--- config.mk ---
export PLATFORM = sky130hd
export DESIGN_NAME = iob_timer_alarm_ctrl_flat
export DESIGN_NICKNAME = d
export VERILOG_FILES = /design/src/rtl/iob_timer_alarm_ctrl_if.sv /design/src/rtl/iob_timer_alarm_ctrl.sv /design/src/flat_wrapper.sv
export SDC_FILE = /design/constraint.sdc
export NUM_CORES = 1
export LEC_CHECK = 0
export BUFFER_PORTS_ARGS = -buffer_cell sky130_fd_sc_hd__buf_2
export CAP_MARGIN = 25
export CORE_MARGIN = 4
export CORE_UTILIZATION = 52
export DETAILED_ROUTE_END_ITERATION = 10
export PLACE_DENSITY = 0.77
export RECOVER_POWER = 100
export SLEW_MARGIN = 30
export SYNTH_ARGS = -nofsm -noshare
export SYNTH_HDL_FRONTEND = slang
export SYNTH_SLANG_ARGS = --single-unit
--- constraint.sdc ---
create_clock -name clk -period 3.1 [get_ports clk]
set_clock_uncertainty 0.15 [all_clocks]
set_input_delay 0.155 -clock clk [delete_from_list [all_inputs] [get_ports clk]]
set_output_delay 0.155 -clock clk [all_outputs]
set_load 0.1 [all_outputs]
--- src/rtl/iob_timer_alarm_ctrl_if.sv ---
// Configuration port of the alarm scheduler: valid/ready request carrying channel, arm/disarm,
// deadline and reload period.
interface iob_timer_alarm_ctrl_if #(
    parameter int CH_W   = 2,
    parameter int TIME_W = 64
);
    logic              cfg_valid;
    logic              cfg_ready;
    logic [CH_W-1:0]   cfg_ch;
    logic              cfg_arm;
    logic [TIME_W-1:0] cfg_deadline;
    logic [TIME_W-1:0] cfg_period;

    modport master (
        output cfg_valid, cfg_ch, cfg_arm, cfg_deadline, cfg_period,
        input  cfg_ready
    );

    modport slave (
        input  cfg_valid, cfg_ch, cfg_arm, cfg_deadline, cfg_period,
        output cfg_ready
    );
endinterface

--- src/rtl/iob_timer_alarm_ctrl.sv ---
// Multi-channel alarm scheduler: one shared 64-bit comparator visited round-robin by a scanner.
// Optional periodic auto-reload is enabled by defining TIMER_ALARM_PERIODIC_EN.
module iob_timer_alarm_ctrl #(
    parameter int N_CH   = 4,
    parameter int CH_W   = $clog2(N_CH),
    parameter int TIME_W = 64
) (
    input  logic                  clk,
    input  logic                  rst_n,
    input  logic [TIME_W-1:0]     timer_value,
    iob_timer_alarm_ctrl_if.slave cfg,
    input  logic [N_CH-1:0]       irq_mask,
    input  logic [N_CH-1:0]       pend_clr,
    output logic [N_CH-1:0]       pending,
    output logic [N_CH-1:0]       overrun,
    output logic [N_CH-1:0]       armed,
    output logic [CH_W-1:0]       scan_ch,
    output logic                  interrupt
);
    logic [TIME_W-1:0] deadline [N_CH];
`ifdef TIMER_ALARM_PERIODIC_EN
    logic [TIME_W-1:0] period [N_CH];
`else
    logic unused_period;
    assign unused_period = ^cfg.cfg_period;
`endif

    logic            vld_p1;
    logic [CH_W-1:0] ch_p1;
    logic            cfg_fire;
    logic            hit_p0;
    logic            kill_p0;

    // A write to the channel being written back by stage 2 is held off for that cycle.
    assign cfg.cfg_ready = !(vld_p1 && (ch_p1 == cfg.cfg_ch));
    assign cfg_fire      = cfg.cfg_valid && cfg.cfg_ready;
    assign interrupt     = |(pending & irq_mask);

    // Stage 1: compare the scanned channel; a config write to it this cycle kills the hit
    assign hit_p0  = armed[scan_ch] && (timer_value >= deadline[scan_ch]);
    assign kill_p0 = cfg_fire && (cfg.cfg_ch == scan_ch);

    always_ff @(posedge clk or negedge rst_n) begin
        if (!rst_n) begin
            scan_ch <= '0;
            vld_p1  <= 1'b0;
            ch_p1   <= '0;
            armed   <= '0;
            pending <= '0;
            overrun <= '0;
            for (int k = 0; k < N_CH; k++) begin
                deadline[k] <= '0;
`ifdef TIMER_ALARM_PERIODIC_EN
                period[k]   <= '0;
`endif
            end
        end else begin
            scan_ch <= (scan_ch == CH_W'(N_CH - 1)) ? '0 : scan_ch + CH_W'(1);
            vld_p1  <= hit_p0 && !kill_p0;
            ch_p1   <= scan_ch;

            // Stage 2: writeback of the registered hit; config and writeback never share a channel
            for (int k = 0; k < N_CH; k++) begin
                if (vld_p1 && (ch_p1 == CH_W'(k))) begin
                    pending[k] <= 1'b1;
                    if (pending[k]) begin
                        overrun[k] <= 1'b1;
                    end else if (pend_clr[k]) begin
                        overrun[k] <= 1'b0;
                    end
`ifdef TIMER_ALARM_PERIODIC_EN
                    if (period[k] == '0) begin
                        armed[k] <= 1'b0;
                    end else begin
                        deadline[k] <= deadline[k] + period[k];
                    end
`else
                    armed[k] <= 1'b0;
`endif
                end else if (cfg_fire && (cfg.cfg_ch == CH_W'(k))) begin
                    if (cfg.cfg_arm) begin
                        armed[k]    <= 1'b1;
                        deadline[k] <= cfg.cfg_deadline;
`ifdef TIMER_ALARM_PERIODIC_EN
                        period[k]   <= cfg.cfg_period;
`endif
                        pending[k]  <= 1'b0;
                        overrun[k]  <= 1'b0;
                    end else begin
                        armed[k] <= 1'b0;
                        if (pend_clr[k]) begin
                            pending[k] <= 1'b0;
                            overrun[k] <= 1'b0;
                        end
                    end
                end else if (pend_clr[k]) begin
                    pending[k] <= 1'b0;
                    overrun[k] <= 1'b0;
                end
            end
        end
    end
endmodule

--- src/flat_wrapper.sv ---
// flat-port wrapper written by rule: the top's interface ports become plain ports
module iob_timer_alarm_ctrl_flat 
#(
    parameter int N_CH   = 4,
    parameter int CH_W   = $clog2(N_CH),
    parameter int TIME_W = 64
)
  (clk, rst_n, timer_value, irq_mask, pend_clr, pending, overrun, armed, scan_ch, interrupt, cfg_cfg_valid, cfg_cfg_ch, cfg_cfg_arm, cfg_cfg_deadline, cfg_cfg_period, cfg_cfg_ready);
  iob_timer_alarm_ctrl_if #(.CH_W(CH_W), .TIME_W(TIME_W)) cfg_i ();
  input  logic clk;
  input  logic rst_n;
  input  logic [TIME_W-1:0] timer_value;
  input  logic [N_CH-1:0] irq_mask;
  input  logic [N_CH-1:0] pend_clr;
  output logic [N_CH-1:0] pending;
  output logic [N_CH-1:0] overrun;
  output logic [N_CH-1:0] armed;
  output logic [CH_W-1:0] scan_ch;
  output logic interrupt;
  input wire logic [$bits(cfg_i.cfg_valid)-1:0] cfg_cfg_valid;
  input wire logic [$bits(cfg_i.cfg_ch)-1:0] cfg_cfg_ch;
  input wire logic [$bits(cfg_i.cfg_arm)-1:0] cfg_cfg_arm;
  input wire logic [$bits(cfg_i.cfg_deadline)-1:0] cfg_cfg_deadline;
  input wire logic [$bits(cfg_i.cfg_period)-1:0] cfg_cfg_period;
  output wire logic [$bits(cfg_i.cfg_ready)-1:0] cfg_cfg_ready;
  assign cfg_i.cfg_valid = cfg_cfg_valid;
  assign cfg_i.cfg_ch = cfg_cfg_ch;
  assign cfg_i.cfg_arm = cfg_cfg_arm;
  assign cfg_i.cfg_deadline = cfg_cfg_deadline;
  assign cfg_i.cfg_period = cfg_cfg_period;
  assign cfg_cfg_ready = cfg_i.cfg_ready;
  iob_timer_alarm_ctrl #(.N_CH(N_CH), .CH_W(CH_W), .TIME_W(TIME_W)) u_core (.clk(clk), .rst_n(rst_n), .timer_value(timer_value), .cfg(cfg_i), .irq_mask(irq_mask), .pend_clr(pend_clr), .pending(pending), .overrun(overrun), .armed(armed), .scan_ch(scan_ch), .interrupt(interrupt));
endmodule
==> flow_metrics.env <==
export IMPL_drtIter0Drc=465
export IMPL_rows=59
export IMPL_finalPower_mw=11.0
export IMPL_first_global_vias=9259
export IMPL_cts_buffer_depth=3
export IMPL_synth_seq_cells=273
export IMPL_vias_per_cell=5.58
export IMPL_irDropWorstVdd_mv=0.575
export IMPL_comb_power_share=0.216
export IMPL_gp_congestion=0.771
export IMPL_gr_total_overflow=0
export IMPL_synth_top_cell_by_area="dfrtp_1"
export IMPL_hold_class="in -> reg"
export IMPL_crit_fanout=6
export IMPL_wire_per_inst_um=20.3
export IMPL_die_area_um2=29100
export IMPL_tritoncts="done"
export IMPL_met3_usage=0.0268
export IMPL_cp_arrival_ns=3.29
export IMPL_fin_crit_sh=0.980
export IMPL_p_sw_mw=2.80
export IMPL_drive_gt1_frac=0.485
export IMPL_dr_pass1_iters=4
export IMPL_fin_nets=1444
export IMPL_cp_slowest_stage_delay_ns=0.49
export IMPL_start_util=0.527
export IMPL_p_sw_frac=0.256
export IMPL_antenna_found_initial=1
export IMPL_ys_flop_type="dfrtp_1"
export IMPL_maxSlewViolCount=72
export IMPL_drc=0
export IMPL_synth_cell_types=48
export IMPL_clk_latency_ns=0.55
export IMPL_status="finished, violations left"
export IMPL_synth_area_leaders="dfrtp_1 50%, mux2_2 12%, mux4_2 11%"
export IMPL_critPathSlowestCell="dfrtp_4"
export IMPL_pwr_share_clk=0.354
export IMPL_crit_type="reg -> reg"
export IMPL_clk_pin_slew_worst_paths_ns=0.06
export IMPL_timing_final_ws_setup_ns=0.0606
export IMPL_area_delta_synth_final_pct=24.9
export IMPL_dieWidth_um=171
export IMPL_seq_area_frac_synth=0.497
export IMPL_netlist_instances=917
export IMPL_routed_wl_mm=31.1
export IMPL_tightestPinTransition_ns=1.92
export IMPL_grtUsageMet2=0.354
export IMPL_violations="capacitance limit, slew limit"
export IMPL_grt_busiest_layer="met2"
export IMPL_ys_async_sr_fraction=1.00
export IMPL_netlist_area_um2=13700
export IMPL_cts_sinks=273
export IMPL_dpl_hpwl_mm=20.0
export IMPL_num_vias=8551
export IMPL_hold_viol_final=0
export IMPL_min_period_ns=3.04
export IMPL_relSlewSlack=-0.282
export IMPL_die_y_um=171
export IMPL_final_setup_viol_count=0
export IMPL_core_area_um2=26100
export IMPL_grt_pass1_wl_mm=49.5
export IMPL_max_freq_ghz=0.329
export IMPL_p_leak_nw=7.81
export IMPL_rsz0062_at_grt="true"
export IMPL_ys_warn_count=0
export IMPL_ios=222
export IMPL_htree_levels=1
export IMPL_power_internal_mw=8.16
export IMPL_pwr_density_cell_nw_per_um2=639
export IMPL_cts_root_buf="clkbuf_16"
export IMPL_grt_max_degree=95
export IMPL_crit_family="simple AND/OR/NAND/NOR gates"
export IMPL_maxCapViolCount=1
export IMPL_drtAntennaViolNets=0
export IMPL_end_kind="flop"
export IMPL_use_met1=0.303
export IMPL_avgSynthCellArea_um2=15.0
export IMPL_yosysTopAreaCellShare=0.497
export IMPL_io_buffer_count=157
export IMPL_dp_slack_ns=-0.255
export IMPL_crit_path_start_kind="flop"
export IMPL_crit_required_ns=3.35
export IMPL_synth_nets=1188
export IMPL_synth_edf_count=0
export IMPL_grt_usage=0.213
export IMPL_cts_made_buffers=30
export IMPL_path_cells="buf_12 -> buf_8 -> mux4_2 -> inv_1 -> ha_1 -> and4_1 -> a221oi_2 -> nor2_2 -> nor4_2 -> a31oi_1"
export IMPL_pwr_share_seq=0.430
export IMPL_critPathBufInv=3
[cell usage after synthesis (8+ instances only)]
cell type and count:
inv_1 69, dfrtp_1 273, nand2_1 24, ha_1 65
a21oi_1 24, nor2_1 13, mux2_4 78, buf_6 19
mux2_2 151, clkbuf_1 8, buf_2 16, mux4_2 65
mux2_1 27, nand3_1 10, nand4_1 8
[state kept, by name, indices dropped and copies added (netlist names)]
name and flops:
u_core.deadline 256, u_core.armed 4, u_core.overrun 4, u_core.pending 4, u_core.ch_p1 2, u_core.scan_ch 2
u_core.vld_p1 1
[final timing paths]
kind                            cells after the start                 start  slack (ns)                    to
worst max-delay path                               10     u_core.scan_ch[0]        0.06         u_core.vld_p1
worst min-delay path                                4         cfg_cfg_valid        0.06       u_core.armed[0]
worst max register to register                     10     u_core.scan_ch[0]        0.06         u_core.vld_p1
worst min register to register                      1  u_core.deadline[229]        0.33  u_core.deadline[229]
max in group asynchronous                           2                 rst_n        0.88     u_core.scan_ch[1]
min in group asynchronous                           2                 rst_n        0.52  u_core.deadline[214]
[cells by family after synthesis]
kind of cell,synth area share
and+or+nand+nor,0.0305
buffers and inverters,0.0438
muxes,0.338
DFF,0.497
adders and majority gates,0.0592
xor gates and xnor gates,0.00255
AOI/OAI and AO/OA,0.0290
[final cells by class]
cell class / count / area [um^2]
Fill cell: 1877 / 8900
Sequential cell: 273 / 6840
Multi-Input combinational cell: 529 / 6480
Timing Repair Buffer: 270 / 2060
Clock buffer: 45 / 918
Tap cell: 335 / 419
Inverter: 69 / 259
Clock inverter: 11 / 185
Antenna cell: 1 / 2.50
[repair_timing]
item,4_1_cts,5_1_grt
hold buffers,73,0
cloned,1,1
buffers inserted,3,8
resized for setup,5,31
endpoints found under the hold margin,521,0
setup endpoints to repair,1,1
pin swaps,1,18
[stage by stage]
step	TNS [ns]	instance area, um^2	util	cells	hold WS, ns
CTS	0	16900	0.650	1524	0.0271
global route	-0.0374	17200	0.659	1533	0.107
floorplan	0	13800	-	917	-0.291
global placement	-0.334	15000	0.577	1391	-0.00284
detailed placement	-0.255	15000	0.577	1391	0.00537
finish	0	17200	0.659	1533	0.0626
[metal layers]
layer | vias up | part of all wire
met3 | 49 | 0.035
met2 | 183 | 0.49
li1 | 3880 | -
met1 | 4439 | 0.45
met4 | 0 | 0.023
met5 | - | 0
[cells in the final DEF (no fill, tap or decap), types with 12 or more instances in the layout]
| cell | n |
|---|---|
| mux4_2 | 65 |
| mux2_4 | 78 |
| buf_4 | 19 |
| ha_1 | 60 |
| buf_12 | 15 |
| dfrtp_1 | 271 |
| mux2_1 | 27 |
| inv_1 | 66 |
| buf_2 | 156 |
| nand2_1 | 22 |
| a21oi_1 | 22 |
| nor2_1 | 12 |
| mux2_2 | 151 |
| dlygate4sd3_1 | 73 |
| clkbuf_16 | 32 |
[power by group through the flow]
stage	logic, mW	registers, mW	clock network (mW)
final	2.36	4.72	3.88
after global routing	2.58	4.80	4.12
after CTS	2.30	4.71	3.96
after detailed placement	2.20	4.75	0
after global placement	2.11	4.71	0
after floorplan	1.57	4.73	0
[tightest hold or removal path, cell delays in order]
cell and delay [ns]:
buf_2 0.09, and2_1 0.23, nand2_1 0.10, a31o_2 0.14
Note: power is estimated with default switching activity, not from simulation.
